**config.mk**
```make
export PLATFORM = sky130hd
export DESIGN_NAME = alarm_bank
export DESIGN_NICKNAME = d
export VERILOG_FILES = /design/src/rtl/alarm_bank.sv
export SDC_FILE = /design/constraint.sdc
export NUM_CORES = 1
export LEC_CHECK = 0
export CORE_ASPECT_RATIO = 0.8
export CORE_MARGIN = 2
export CORE_UTILIZATION = 59
export DETAILED_ROUTE_END_ITERATION = 10
export PLACE_DENSITY = 0.81
export REMOVE_ABC_BUFFERS = 1
export SLEW_MARGIN = 15
export SYNTH_ARGS = -nofsm -noshare
export SYNTH_HDL_FRONTEND = slang
export SYNTH_SLANG_ARGS = --single-unit
```
**constraint.sdc**
```tcl
create_clock -name clk -period 3.4 [get_ports clk]
set_input_delay 0.68 -clock clk [delete_from_list [all_inputs] [get_ports clk]]
set_output_delay 0.68 -clock clk [all_outputs]
set_load 0.03 [all_outputs]
```
**src/rtl/alarm_bank.sv**
```systemverilog
// Bank of NUM_ALM independent BCD-time alarm channels with ring, snooze and ack.
// Each channel holds a setpoint, a four-state FSM, a ring counter and a snooze counter.
module alarm_bank #(
    parameter int unsigned NUM_ALM    = 4,
    parameter int unsigned RING_SEC   = 30,
    parameter int unsigned SNOOZE_SEC = 60
) (
    input  logic               clk,
    input  logic               rst_n,
    input  logic               tick_1hz,
    input  logic [23:0]        time_bcd,
    input  logic               wr_en,
    input  logic [2:0]         wr_sel,
    input  logic [23:0]        wr_bcd,
    input  logic               wr_arm,
    input  logic               ack,
    input  logic               snooze,
    input  logic [2:0]         rd_sel,
    output logic [23:0]        rd_bcd,
    output logic [NUM_ALM-1:0] armed,
    output logic [NUM_ALM-1:0] ring,
    output logic               any_ring,
    output logic               wr_err
);

    typedef enum logic [1:0] {
        S_IDLE,
        S_ARMED,
        S_RING,
        S_SNOOZE
    } state_t;

    state_t      r_state [NUM_ALM];
    logic [23:0] r_set   [NUM_ALM];
    logic [7:0]  r_rcnt  [NUM_ALM];
    logic [9:0]  r_scnt  [NUM_ALM];
    logic        r_wr_err;

    logic               w_dig_ok;
    logic               w_hour_ok;
    logic               w_min_ok;
    logic               w_sec_ok;
    logic               w_sel_ok;
    logic               w_valid;
    logic [NUM_ALM-1:0] w_wr_hit;

    always_comb begin
        w_dig_ok = 1'b1;
        for (int unsigned k = 0; k < 6; k++) begin
            if (wr_bcd[4*k +: 4] > 4'd9) w_dig_ok = 1'b0;
        end
        w_hour_ok = (wr_bcd[23:20] < 4'd2) ||
                    ((wr_bcd[23:20] == 4'd2) && (wr_bcd[19:16] <= 4'd3));
        w_min_ok  = (wr_bcd[15:12] <= 4'd5);
        w_sec_ok  = (wr_bcd[7:4] <= 4'd5);
        w_sel_ok  = ({29'd0, wr_sel} < NUM_ALM);
        w_valid   = w_dig_ok && w_hour_ok && w_min_ok && w_sec_ok && w_sel_ok;
        w_wr_hit  = '0;
        for (int unsigned i = 0; i < NUM_ALM; i++) begin
            w_wr_hit[i] = wr_en && w_valid && ({29'd0, wr_sel} == i);
        end
    end

    // Per-channel priority: valid write, then ack, then snooze, then tick activity.
    always_ff @(posedge clk or negedge rst_n) begin
        if (!rst_n) begin
            r_wr_err <= 1'b0;
            for (int unsigned i = 0; i < NUM_ALM; i++) begin
                r_state[i] <= S_IDLE;
                r_set[i]   <= '0;
                r_rcnt[i]  <= '0;
                r_scnt[i]  <= '0;
            end
        end else begin
            r_wr_err <= wr_en && !w_valid;
            for (int unsigned i = 0; i < NUM_ALM; i++) begin
                if (w_wr_hit[i]) begin
                    r_set[i]   <= wr_bcd;
                    r_rcnt[i]  <= '0;
                    r_scnt[i]  <= '0;
                    r_state[i] <= wr_arm ? S_ARMED : S_IDLE;
                end else begin
                    case (r_state[i])
                        S_ARMED: begin
                            if (tick_1hz && (time_bcd == r_set[i])) begin
                                r_state[i] <= S_RING;
                                r_rcnt[i]  <= 8'(RING_SEC);
                            end
                        end
                        S_RING: begin
                            if (ack) begin
                                r_state[i] <= S_ARMED;
                                r_rcnt[i]  <= '0;
                            end else if (snooze) begin
                                r_state[i] <= S_SNOOZE;
                                r_rcnt[i]  <= '0;
                                r_scnt[i]  <= 10'(SNOOZE_SEC);
                            end else if (tick_1hz) begin
                                if (r_rcnt[i] == 8'd1) r_state[i] <= S_ARMED;
                                r_rcnt[i] <= r_rcnt[i] - 8'd1;
                            end
                        end
                        S_SNOOZE: begin
                            if (ack) begin
                                r_state[i] <= S_ARMED;
                                r_scnt[i]  <= '0;
                            end else if (tick_1hz) begin
                                if (r_scnt[i] == 10'd1) begin
                                    r_state[i] <= S_RING;
                                    r_rcnt[i]  <= 8'(RING_SEC);
                                end
                                r_scnt[i] <= r_scnt[i] - 10'd1;
                            end
                        end
                        default: ;
                    endcase
                end
            end
        end
    end

    always_comb begin
        ring   = '0;
        armed  = '0;
        rd_bcd = '0;
        for (int unsigned i = 0; i < NUM_ALM; i++) begin
            ring[i]  = (r_state[i] == S_RING);
            armed[i] = (r_state[i] != S_IDLE);
            if ({29'd0, rd_sel} == i) rd_bcd = r_set[i];
        end
        any_ring = |ring;
        wr_err   = r_wr_err;
    end

endmodule

```
==> results of run 1 <==
## synth_stat cells (all sizes together) (6+ instances only)
master   number  area [sq um]
and3          7          43.8
a21boi        6          45.0
a21o          6          45.0
or4          10          82.6
nor3         33           165
xnor2        63           589
or2           7          43.8
mux4         24           541
xor2         45           394
nand2b        6          37.5
inv          27           101
mux2         43           484
a2111oi       7          80.1
ha           16           200
o31ai         7          52.6
o21ai        64           320
nor4         23           144
and2         20           125
clkbuf       51           193
nand2       167           627
buf          15          95.1
nor2b        39           244
nor2         81           304
a21oi        67           335
a31oi        10          62.6
nand4        25           156
a211oi        9          67.6
or3          14          88.8
dfrtp       177          4430
nand3        20           100
## per-layer routing
layer	vias up	track usage	share of wire
met2	478	0.493	0.46
met1	4586	0.450	0.42
met4	0	0.0920	0.021
met5	-	0	0
met3	61	0.0859	0.095
li1	4263	-	-
## through the flow
| step | util | worst slack [ps] | hold WS, ps | cell area, sq um | total power [mW] |
|---|---|---|---|---|---|
| finish | 0.706 | 445 | 238 | 12700 | 4.58 |
| global route | 0.706 | 380 | 296 | 12700 | 4.72 |
| CTS | 0.706 | 492 | 276 | 12700 | 4.59 |
| detailed placement | 0.674 | 88.3 | 470 | 12100 | 2.65 |
| global placement | 0.674 | 131 | 464 | 12100 | 2.65 |
| floorplan | - | 470 | 384 | 10400 | 2.37 |
## registers in the layout, indices dropped and copies added (netlist names)
name     flops
r_rcnt      32
r_scnt      40
r_set       96
r_state      8
wr_err       1
## worst max path at each step
stage	startpoint	to	slack, ps	cells past startpoint
detailed placement	time_bcd[3]	r_rcnt[16]$_DFFE_PN0P_	90	8
global route	r_state[0]$_DFFE_PN0P_	ring[3]	380	4
finish	r_state[4]$_DFFE_PN0P_	ring[1]	450	3
CTS	r_state[4]$_DFFE_PN0P_	ring[1]	490	3
floorplan	wr_bcd[20]	r_scnt[17]$_DFFE_PN0P_	470	6
global placement	time_bcd[3]	r_rcnt[16]$_DFFE_PN0P_	130	8
## power by group
| part | switching, mW | total (mW) | leakage [nW] | internal, mW |
|---|---|---|---|---|
| Combinational | 0.266 | 0.461 | 3.09 | 0.195 |
| Clock | 0.924 | 1.96 | 0.280 | 1.03 |
| Sequential | 0.0298 | 2.16 | 2.41 | 2.13 |
| Total | 1.22 | 4.58 | 5.79 | 3.36 |
## area by class of cell
class | instances | area, sq um
Multi-Input combinational cell | 880 | 5890
Clock inverter | 15 | 150
Inverter | 28 | 105
Sequential cell | 177 | 4430
Timing Repair Buffer | 146 | 1380
Fill cell | 1332 | 5280
Clock buffer | 17 | 425
Tap cell | 230 | 288
## logic make-up after synthesis
family | count (synthesis)
buf+inv | 94
fa+ha+maj | 16
compound gates | 218
simple gates | 471
flops | 177
mux | 67
xor+xnor | 108
## critical path: cells and delay by family, from the launching register on
family / cells / cell delay (ps)
buf+inv: 2 / 980
flops: 1 / 510
simple gates: 1 / 340
==> summary.md, run 1 <==
| Metric | Value |
|---|---|
| Status | `complete, no violations` |
| Hold Crit Class | `in2async` |
| Initial antenna violation count | `0` |
| Commonest non-fill, non-tap cell in the layout | `dfrtp_1` |
| Total CTS buffers | `17` |
| Die Y | `around 120 microns` |
| Total gr overflow | `0` |
| First-pass GRT wire length | `48200 microns` |
| Skew final | `7.98 ps` |
| TritonCTS clock tree | `yes` |
| Clock Tree Root | `clkbuf_16` |
| Most frequent cells in the layout | `dfrtp_1 (177), nand2_1 (167), nor2_1 (81)` |
| Setup Buffers After CTS | `0` |
| Largest stage delay on the critical path | `roughly 720 ps` |
| DPL Wire Length | `~21000 microns` |
| RR Startpoint | `r_set[52]$_DFFE_PN0N_` |
| Synth Area in Adders | `0.0187` |
| Most used flip-flop cell after synthesis | `dfrtp_1` |
| Drt via density | `roughly 6.3` |
| Async S/R FF share, synth | `1.00` |
| Layout cells sized above 1 | `0.161` |
| Worst-Skew Late Latency | `440 ps` |
| Clock period minus worst slack | `roughly 3000 ps` |
| Initial Util | `0.597` |
| Cells after Synth | `around 1200` |
| Die W | `~150 microns` |
| Final Hold Vio Count | `0` |
| Syn Area/Cell | `approximately 9.3 sq um` |
| EDFF count, synth | `0` |
| Routability cong. | `0.972` |
| Post-synthesis cell type count | `67` |
| Via Count | `about 9400` |
| Critical Path AT | `about 2300 ps` |
| CP cell instances | `nand2b_1 > inv_1 > clkdlybuf4s50_1` |
| Simple-gate area share of the yosys netlist | `0.218` |
| Avg WL per Cell | `20.3 microns` |
| Vias in the first global route | `~9000` |
| Number of top-level pins | `95` |
| RSZ-0062 raised after global routing | `no` |
| Slew headroom | `0.523` |
| FF-to-FF setup slack | `820 ps` |
| Antenna diode count | `0` |
| Sequential element share of the synthesized area | `0.414` |
| Clk sink count | `between 150 and 200` |
| Rows | `44` |
| Setup crit end kind | `output port` |
| Largest net degree at the start of global routing | `74` |
| Max-slew violation count | `0` |
| Antenna Violating Nets Remaining | `0` |
| DR DRC count | `0` |
| Worst r2r path cells | `6` |
| Mux cell area share after synthesis | `0.0957` |
| Compound-Gate Fraction of Synth Area | `0.126` |
| Crit Path Class | `reg2out` |
| Critical path startpoint category | `register` |
| Tot GR Track Use | `0.320` |
| DR pass1 iterations | `6` |
| Initial DRC count | `slightly below 1000` |
| Clk slew on worst S/H paths | `70 ps` |
| Placeable Area | `17900 sq um` |
| CTS Buffer Depth | `2` |
| Total Wirelength | `around 30000 microns` |
| Area of the mapped netlist | `10700 sq um` |
| Nets | `~1300` |
| Setup violators final | `0` |
| CP max FO | `11` |
| Final worst-path cycle share | `0.869` |
| Max Cap Viol | `0` |
| # port buffers | `94` |
| Slowest-stage cell, CP | `clkdlybuf4s50_1` |
| Xor-xnor portion of the synthesized cell area | `0.0918` |
| Cell Pwr Density | `361 nW/um^2` |
| Ys Warns | `0` |
| Die area | `between 15000 and 20000 sq um` |
| Final setup TNS | `0 ps` |
| Layout Cells excl Fill | `1493` |
| Dpl cells | `1461` |
| H-tree Lvls | `4` |
| Resized Gates After CTS | `0` |
| Critical Path RT | `approximately 2700 ps` |
| Worst-Margin Slew | `708 ps` |
| Worst r2r dst | `r_rcnt[18]$_DFFE_PN0P_` |
| Synthesized flop and latch total | `177` |
| Largest family of logic cells by synthesized area | `simple AND/OR/NAND/NOR gates` |
| Fmax | `approximately 340 MHz` |
| Leakage | `5.79 nW` |
| Hold bufs inserted after CTS | `0` |
| Peak supply drop | `0.000256 V` |
| Area Growth Syn to Fin | `18.3%` |
Note: power is estimated with default switching activity, not from simulation.
==> run 2: changes to the inputs <==
--- a/config.mk
+++ b/config.mk
@@ -5,11 +5,13 @@
 export SDC_FILE = /design/constraint.sdc
 export NUM_CORES = 1
 export LEC_CHECK = 0
+export CELL_PAD_IN_SITES_DETAIL_PLACEMENT = 1
+export CELL_PAD_IN_SITES_GLOBAL_PLACEMENT = 2
 export CORE_ASPECT_RATIO = 0.8
 export CORE_MARGIN = 2
-export CORE_UTILIZATION = 59
+export CORE_UTILIZATION = 37
 export DETAILED_ROUTE_END_ITERATION = 10
-export PLACE_DENSITY = 0.81
+export PLACE_DENSITY_LB_ADDON = 0.1
 export REMOVE_ABC_BUFFERS = 1
 export SLEW_MARGIN = 15
 export SYNTH_ARGS = -nofsm -noshare
==> summary.md, run 2 (same netlist as run 1, synthesis figures left out) <==
| Metric | Value |
|---|---|
| Initial Util | `0.378` |
| Critical Path RT | `between 2000 and 3000 ps` |
| Vias in the first global route | `9411` |
| Clock Tree Root | `clkbuf_16` |
| CTS Buffer Depth | `2` |
| Commonest non-fill, non-tap cell in the layout | `dfrtp_1` |
| Area of the multi-input gates | `approximately 6000 sq um` |
| Largest register FFs | `between 90 and 100` |
| Most frequent cells in the layout | `dfrtp_1 (177), nand2_1 (167), buf_4 (87)` |
| Crit Path Class | `reg2out` |
| Die Y | `about 160 microns` |
| # fillers | `~3300` |
| Via Count | `approximately 9200` |
| Slew headroom | `0.461` |
| Setup violators final | `0` |
| DR DRC count | `0` |
| Nets | `roughly 1400` |
| Die area | `about 30000 sq um` |
| TritonCTS clock tree | `yes` |
| # port buffers | `between 90 and 100` |
| Tot Pwr | `4.68 mW` |
| Antenna diode count | `0` |
| Reg with most FFs | `r_set` |
| Clock period minus worst slack | `3010 ps` |
| Critical Path AT | `2330 ps` |
| Final setup TNS | `0 ps` |
| Max Cap Viol | `0` |
| Routability cong. | `around 0.83` |
| Avg WL per Cell | `22.0 microns` |
| Total CTS buffers | `17` |
| Total gr overflow | `0` |
| Final Hold Vio Count | `0` |
| Initial antenna violation count | `0` |
| Top Family by Delay on Critical Path | `buffers and inverters` |
| Crit path depth | `4` |
| Skew final | `about 17 ps` |
| Setup Buffers After CTS | `0` |
| Slowest-stage cell, CP | `clkdlybuf4s50_1` |
| CP max FO | `10` |
| Rows | `between 50 and 60` |
| DPL Wire Length | `26700 microns` |
| Tot GR Track Use | `0.247` |
| Worst-Skew Late Latency | `450 ps` |
| Largest registers | `r_set (96), r_scnt (40), r_rcnt (32)` |
| DR pass1 iterations | `5` |
| Initial DRC count | `between 500 and 600` |
| Max-slew violation count | `0` |
| Clk sink count | `roughly 180` |
| RSZ-0062 raised after global routing | `no` |
| Worst-Margin Slew | `801 ps` |
| Die W | `a little under 200 microns` |
| Fmax | `between 300 and 400 MHz` |
| Total Wirelength | `~36000 microns` |
| Drt via density | `5.56` |
| Clk slew on worst S/H paths | `80 ps` |
| Largest net degree at the start of global routing | `81` |
| Largest stage delay on the critical path | `between 700 and 800 ps` |
| Area Growth Syn to Fin | `22.3%` |
| Status | `complete, no violations` |
| Cell Pwr Density | `357 nW/um^2` |
| Placeable Area | `28400 sq um` |
| Setup crit start | `r_state[0]$_DFFE_PN0P_` |
| Resized Gates After CTS | `0` |
| Peak supply drop | `approximately 0.00033 V` |
| Worst Path Buf+Inv | `3` |
| Layout cells sized above 1 | `0.177` |
| Most used cell, CP | `inv_1` |
| H-tree Lvls | `4` |
| RR Startpoint | `r_scnt[24]$_DFFE_PN0P_` |
| First-pass GRT wire length | `about 57000 microns` |
| Number of top-level pins | `95` |
| Final worst-path cycle share | `0.884` |
| Critical path startpoint category | `register` |
| Hold bufs inserted after CTS | `0` |
| Leakage | `roughly 5.9 nW` |
| Sequential cell area | `roughly 4400 sq um` |
| Setup crit end kind | `output port` |
| Antenna Violating Nets Remaining | `0` |
| CP cell instances | `inv_1 > nand2_1 > inv_1 > clkdlybuf4s50_1` |
| Hold Crit Class | `in2async` |
| Worst r2r path cells | `6` |
| Post-layout util | `0.462` |
-- run 2: cell types whose count changed in the layout (fill, tap and decap cells not counted), sizes merged --
cell and change:
clkbuf +1, clkinv -1, buf +24, clkinvlp +1
-- run 2: worst paths after layout --
kind	end	slack [ps]
worst max-delay path	ring[3]	390
worst min-delay path	r_set[78]$_DFFE_PN0N_	260
worst max register to register	r_rcnt[18]$_DFFE_PN0P_	790
worst min register to register	r_rcnt[31]$_DFFE_PN0P_	490
max in group asynchronous	r_set[90]$_DFFE_PN0N_	2380
min in group clk	r_rcnt[31]$_DFFE_PN0P_	490
-- run 2: where the power goes --
| group | switching [mW] | internal (mW) |
|---|---|---|
| logic | 0.288 | 0.212 |
| clock network | 0.980 | 1.03 |
| registers | 0.0308 | 2.13 |
-- run 2: cell type report --
class / instances / share of cell area
Clock buffer: 17 / 0.0325
Tap cell: 370 / 0.0353
Timing Repair Buffer: 171 / 0.125
Multi-Input combinational cell: 880 / 0.450
Clock inverter: 15 / 0.0115
Sequential cell: 177 / 0.338
Inverter: 28 / 0.00802
-- run 2: per-layer routing --
layer	global-route usage	vias to the layer above	routed length, microns
met3	0.0389	19	1540
met2	0.381	171	16200
met5	0	-	0
met1	0.368	4729	18300
li1	-	4301	-
met4	0.0476	0	348
-- run 2: metrics by stage --
stage / cells / hold slack (ps) / instance area [sq um] / worst slack (ps)
finish: 1658 / 264 / 13100 / 394
global route: 1658 / 310 / 13100 / 260
CTS: 1658 / 311 / 13100 / 361
detailed placement: 1626 / 470 / 12500 / -34.1
global placement: 1626 / 466 / 12500 / 43.4
floorplan: 1085 / 384 / 10400 / 470
